$ cat src/rtl/game_timer.sv
// game_timer
//   Level countdown timer and one-second timebase for the game flow
//   controller. A free-running prescaler produces one_sec_pulse. While a
//   level is active (game_on) the count of seconds runs down from
//   START_SECONDS. When it reaches 0:00, timer_ended is raised. The count is
//   also presented as registered BCD digits for the HUD.
//
//   Optional feature: define GAME_TIMER_WARN_EN to build the low-time blink
//   on `warn`. When the macro is undefined, `warn` is tied low.
//
// Parameters
//   CLK_FREQ       clock cycles per second
//   START_SECONDS  per-level load value, 1..599
//   BONUS_SECONDS  seconds added per bonus_add pulse
//   WARN_SECONDS   low-time threshold (only used with GAME_TIMER_WARN_EN)
//
// Ports
//   clk            system clock
//   resetN         asynchronous, active-low reset
//   game_on        level active
//   freeze         holds the countdown; the prescaler keeps running
//   bonus_add      single-cycle pickup pulse; a held level adds every cycle
//   one_sec_pulse  one-cycle pulse every CLK_FREQ cycles
//   timer_ended    countdown reached 0:00; held until game_on falls
//   minutes        BCD minutes 0..9
//   sec_tens       BCD seconds tens 0..5
//   sec_ones       BCD seconds ones 0..9
//   warn           low-time blink
//   dbg_state_o    current FSM state (0 idle, 1 run, 2 expired)
module game_timer #(
   parameter int CLK_FREQ      = 31_500_000,
   parameter int START_SECONDS = 180,
   parameter int BONUS_SECONDS = 10,
   parameter int WARN_SECONDS  = 30
) (
   input  logic       clk,
   input  logic       resetN,
   input  logic       game_on,
   input  logic       freeze,
   input  logic       bonus_add,
   output logic       one_sec_pulse,
   output logic       timer_ended,
   output logic [3:0] minutes,
   output logic [3:0] sec_tens,
   output logic [3:0] sec_ones,
   output logic       warn,
   output logic [1:0] dbg_state_o
);

   localparam int            PW        = (CLK_FREQ > 1) ? $clog2(CLK_FREQ) : 1;
   localparam logic [PW-1:0] PRE_MAX   = PW'(CLK_FREQ - 1);
   localparam logic [10:0]   MAX_SECS  = 11'd599;
   localparam logic [9:0]    START_S   = 10'(START_SECONDS);
   localparam logic [10:0]   BONUS_S   = 11'((BONUS_SECONDS > 599) ? 599 : BONUS_SECONDS);
   localparam logic [3:0]    START_MIN = 4'(START_SECONDS / 60);
   localparam logic [3:0]    START_TEN = 4'((START_SECONDS % 60) / 10);
   localparam logic [3:0]    START_ONE = 4'(START_SECONDS % 10);

   typedef enum logic [1:0] {
      ST_IDLE    = 2'd0,
      ST_RUN     = 2'd1,
      ST_EXPIRED = 2'd2
   } state_t;

   state_t        state_q, state_d;
   logic [PW-1:0] pre_q;
   logic          pulse_q;
   logic          gon_q, gon_prev_q;
   logic [9:0]    secs_q, secs_d;
   logic          ended_q;
   logic [3:0]    min_q, ten_q, one_q;
   logic          tick, rise;
   logic [10:0]   nxt;

   // Prescaler: free-running, independent of the FSM and of freeze.
   always_ff @(posedge clk or negedge resetN) begin
      if (!resetN) begin
         pre_q   <= '0;
         pulse_q <= 1'b0;
      end else begin
         pulse_q <= (pre_q == PRE_MAX);
         pre_q   <= (pre_q == PRE_MAX) ? '0 : pre_q + PW'(1);
      end
   end

   // game_on is registered before the rising-edge compare, so the load
   // lands one edge after game_on is first sampled high.
   always_ff @(posedge clk or negedge resetN) begin
      if (!resetN) begin
         gon_q      <= 1'b0;
         gon_prev_q <= 1'b0;
      end else begin
         gon_q      <= game_on;
         gon_prev_q <= gon_q;
      end
   end

   assign tick = pulse_q & ~freeze;
   assign rise = gon_q & ~gon_prev_q;

   always_ff @(posedge clk or negedge resetN) begin
      if (!resetN) begin
         state_q <= ST_IDLE;
         secs_q  <= START_S;
         ended_q <= 1'b0;
      end else begin
         state_q <= state_d;
         secs_q  <= secs_d;
         ended_q <= (state_d == ST_EXPIRED);
      end
   end

   // Bonus and decrement are applied to one widened value, so a bonus on
   // the final pulse rescues the level instead of expiring it.
   always_comb begin
      state_d = state_q;
      secs_d  = secs_q;
      nxt     = {1'b0, secs_q};
      case (state_q)
         ST_IDLE: begin
            if (rise) begin
               secs_d  = START_S;
               state_d = ST_RUN;
            end
         end
         ST_RUN: begin
            if (!game_on) begin
               state_d = ST_IDLE;
            end else if (tick || bonus_add) begin
               if (bonus_add) nxt = nxt + BONUS_S;
               if (tick && (nxt != 11'd0)) nxt = nxt - 11'd1;
               if (nxt > MAX_SECS) nxt = MAX_SECS;
               secs_d = nxt[9:0];
               if (nxt == 11'd0) state_d = ST_EXPIRED;
            end
         end
         ST_EXPIRED: begin
            secs_d = 10'd0;
            if (!game_on) state_d = ST_IDLE;
         end
         default: state_d = ST_IDLE;
      endcase
   end

   // Registered BCD digits, one cycle behind secs_q.
   always_ff @(posedge clk or negedge resetN) begin
      if (!resetN) begin
         min_q <= START_MIN;
         ten_q <= START_TEN;
         one_q <= START_ONE;
      end else begin
         min_q <= 4'(secs_q / 10'd60);
         ten_q <= 4'((secs_q % 10'd60) / 10'd10);
         one_q <= 4'(secs_q % 10'd10);
      end
   end

`ifdef GAME_TIMER_WARN_EN
   localparam logic [9:0] WARN_S = 10'((WARN_SECONDS > 599) ? 599 : WARN_SECONDS);

   logic win_d, win_q, warn_q;

   // Window is judged on next-state values so warn drops on the same edge
   // the count leaves the window or the timer expires.
   assign win_d = (state_d == ST_RUN) && (secs_d != 10'd0) && (secs_d <= WARN_S);

   always_ff @(posedge clk or negedge resetN) begin
      if (!resetN) begin
         win_q  <= 1'b0;
         warn_q <= 1'b0;
      end else begin
         win_q <= win_d;
         if (!win_d)       warn_q <= 1'b0;
         else if (!win_q)  warn_q <= 1'b1;
         else if (pulse_q) warn_q <= ~warn_q;
      end
   end

   assign warn = warn_q;
`else
   assign warn = 1'b0;
`endif

   assign one_sec_pulse = pulse_q;
   assign timer_ended   = ended_q;
   assign minutes       = min_q;
   assign sec_tens      = ten_q;
   assign sec_ones      = one_q;
   assign dbg_state_o   = state_q;

endmodule

$ cat config.mk
export PLATFORM = sky130hd
export DESIGN_NAME = game_timer
export DESIGN_NICKNAME = d
export VERILOG_FILES = /design/src/rtl/game_timer.sv
export SDC_FILE = /design/constraint.sdc
export NUM_CORES = 1
export LEC_CHECK = 0
export ABC_CLOCK_PERIOD_IN_PS = 3800
export CAP_MARGIN = 5
export CORE_MARGIN = 8
export CORE_UTILIZATION = 60
export CTS_BUF_LIST = sky130_fd_sc_hd__clkbuf_4
export DETAILED_ROUTE_END_ITERATION = 8
export PLACE_DENSITY = 0.79
export SYNTH_ARGS = -nofsm -noshare
export SYNTH_HDL_FRONTEND = slang
export SYNTH_SLANG_ARGS = --single-unit
$ cat constraint.sdc
create_clock -name clk -period 3.8 [get_ports clk]
set_input_delay 0.76 -clock clk [delete_from_list [all_inputs] [get_ports clk]]
set_output_delay 0.76 -clock clk [all_outputs]
set_load 0.005 [all_outputs]
==> flow_metrics.env <==
export IMPL_grt_pass1_vias=4100
export IMPL_r2r_setup_slack_ps=270
export IMPL_htree_levels=2
export IMPL_synth_top_cell_by_area="dfrtp_1"
export IMPL_ant_nets=0
export IMPL_synth_cell_types=87
export IMPL_place_area_sq_um=4930
export IMPL_core_rowCount=31
export IMPL_cts_buffers=5
export IMPL_synth_area_leaders="dfrtp_1, xnor2_1, nor2_1"
export IMPL_cts_sinks=53
export IMPL_postCtsSetupBuffers=0
export IMPL_min_period_over_period_pct=92.8
export IMPL_critical_path_startpoint="secs_q[7]$_DFFE_PN1P_"
export IMPL_ys_seq_area_share_pct=29.7
export IMPL_port_buffers=20
export IMPL_die_area_sq_um=10500
export IMPL_drive_gt1_share_pct=14.2
export IMPL_power_mw=3.06
export IMPL_avgSynthCellArea_sq_um=8.23
export IMPL_detail_route_wl_per_cell_um=16.7
export IMPL_vias_per_cell=6.42
export IMPL_final_fill_count=601
export IMPL_switching_share_pct=48.0
export IMPL_postCtsHoldBufs=0
export IMPL_gp_congestion=0.948
export IMPL_final_cell_mix="nor2_1, dfrtp_1, nand2_1"
export IMPL_ys_seq_elements=53
export IMPL_clockBufferDepth=2
export IMPL_diodes=0
export IMPL_root_buffer="clkbuf_4"
export IMPL_grt_setup_unrepaired="false"
export IMPL_synthCells=545
export IMPL_power_density_nw_per_um2=612
export IMPL_yosys_warnings=0
export IMPL_clkTransAtPathRegs_ps=170
export IMPL_overflow=0
export IMPL_max_cap_viol_count=0
export IMPL_track_usage_pct=22.4
export IMPL_area_growth_syn_to_layout_pct=11.3
export IMPL_synthFlopType="dfrtp_1"
export IMPL_max_freq_ghz=0.284
export IMPL_relSlewSlack_pct=32.8
export IMPL_combPwrFrac_pct=64.7
export IMPL_pwr_share_clk_pct=8.9
export IMPL_final_util_pct=68.8
export IMPL_post_route_min_period_ps=3530
export IMPL_worst_slack_ps=274
export IMPL_finalInstanceArea_sq_um=4990
export IMPL_firstDrtPassIters=6
export IMPL_tns_ps=0
export IMPL_arrival_ps=3830
export IMPL_worstPathMaxFanout=20
export IMPL_status="finished, final reports clean"
export IMPL_leakage_nw=1.95
export IMPL_worstPathRequired_ps=4100
export IMPL_cp_start_kind="flop"
export IMPL_seqCellArea_sq_um=1330
export IMPL_r2r_start="secs_q[7]$_DFFE_PN1P_"
export IMPL_seqPwrFrac_pct=26.4
export IMPL_coreArea_sq_um=7250
export IMPL_dp_hpwl_um=8420
export IMPL_setup_viol=0
export IMPL_post_place_ws_ps=-24.9
export IMPL_p_int_mw=1.59
export IMPL_synth_top_cell_area_share_pct=26.2
export IMPL_hold_violations=0
export IMPL_vdd_drop_max_mv=0.325
export IMPL_critPathKind="flop to flop"
export IMPL_wirelength_um=11300
export IMPL_multi_input_area_sq_um=2930
export IMPL_power_switching_mw=1.47
export IMPL_reg2reg_to="sec_ones[3]$_DFF_PN0_"
export IMPL_tightest_slew_ps=992
export IMPL_min_path_type="input port to asynchronous set/reset pin"
export IMPL_initial_core_util_pct=61.8
export IMPL_async_flop_share_pct=100
export IMPL_drc=0
export IMPL_clk_latency_ps=380
export IMPL_finalNetCount=593
export IMPL_grt_max_degree=31
export IMPL_ios=22
export IMPL_antenna_found_initial=0
export IMPL_final_setup_skew_ps=13.0
export IMPL_cts_tree="done"
export IMPL_rr_worst_depth=12
export IMPL_grt_pass1_wl_um=19100
export IMPL_die_y_um=102
export IMPL_die_w_um=102
export IMPL_maxSlewViolCount=0
export IMPL_final_common_cell="nor2_1"
export IMPL_end_kind="flop"
export IMPL_synth_area_sq_um=4480
export IMPL_vias=4355
export IMPL_dr_first_iter_drc_count=274
export IMPL_synth_edff_count=0
cell usage after synthesis (7+ instances only):
library cell / n
nor2b_1: 8
a211oi_1: 9
xnor2_1: 27
xor2_1: 13
nor2_1: 59
buf_2: 12
o21ai_0: 27
nand2b_1: 10
nand3_1: 31
inv_1: 14
nand2_1: 42
nor3_1: 20
dfrtp_1: 47
ha_1: 10
o22ai_1: 7
and3_1: 7
and2_1: 7
a21oi_1: 25
a21o_1: 7
clkbuf_1: 9
how the worst max path moves through the flow:
stage,endpoint,slack [ps],cells after the start
after floorplan,secs_q[3]$_DFFE_PN0P_,550,11
after global placement,timer_ended$_DFF_PN0_,40,10
after detailed placement,secs_q[3]$_DFFE_PN0P_,-20,10
after CTS,secs_q[3]$_DFFE_PN0P_,260,9
after global routing,sec_ones[3]$_DFF_PN0_,70,11
final,sec_ones[3]$_DFF_PN0_,270,12
through the flow:
stage	std cells	hold WS [ps]
after floorplan	546	347
after global placement	670	358
after detailed placement	670	366
after CTS	678	401
after global routing	678	413
final	678	387
sequential cells by signal (all words and copies together), names as in the netlist:
register       flops
sec_ones           4
one_sec_pulse      1
gon_prev_q         1
sec_tens           4
secs_q            10
gon_q              1
minutes            4
timer_ended        1
dbg_state_o        2
pre_q             25
layer usage:
| metal | vias up | track usage (%) | routed length (um) |
|---|---|---|---|
| met5 | - | 0 | 0 |
| met4 | 0 | 7.22 | 138 |
| met3 | 11 | 2.93 | 752 |
| met2 | 164 | 37.9 | 5410 |
| met1 | 2101 | 28.8 | 5010 |
| li1 | 2079 | - | - |
power by group through the flow:
| stage | Clock (mW) | Combinational (mW) | Sequential (mW) |
|---|---|---|---|
| after global routing | 0.303 | 2.17 | 0.821 |
| after global placement | 0 | 1.88 | 0.811 |
| final | 0.271 | 1.98 | 0.808 |
| after CTS | 0.282 | 1.96 | 0.803 |
| after detailed placement | 0 | 1.95 | 0.814 |
| after floorplan | 0 | 1.49 | 0.710 |
critical path, cell delays in order, from the launching register on:
cell and delay [ps]:
dfstp_2 800, nand2b_1 170, a32o_1 360, a21o_1 280
a32o_1 310, a221oi_1 270, o21bai_1 300, nand2_1 160
a21oi_1 170, a2bb2oi_1 210, ha_1 200, nor2_1 50
o22a_1 170
logic make-up after synthesis:
| family | count (synthesis) | synth area share, % |
|---|---|---|
| AOI/OAI and AO/OA | 158 | 26.2 |
| xor gates and xnor gates | 41 | 8.18 |
| adders and majority gates | 12 | 3.24 |
| buffers and inverters | 48 | 5.11 |
| muxes | 5 | 1.17 |
| other | 1 | 0.0836 |
| and+or+nand+nor | 227 | 26.3 |
| DFF | 53 | 29.7 |
cell type report:
type	instances	share of cell area, %
well taps	99	2.48
multi-input cells	445	58.8
repair buffers	58	9.62
clock buffers	5	0.752
clock inverters	3	0.526
inverters	15	1.13
flip-flops and latches	53	26.7
what timing repair did:
| item | CTS | global route |
|---|---|---|
| endpoints found under the setup margin | 0 | 1 |
| gates resized for setup | 0 | 1 |
| endpoints found under the hold margin | 0 | 0 |
Power figures use the tool's default switching activity.
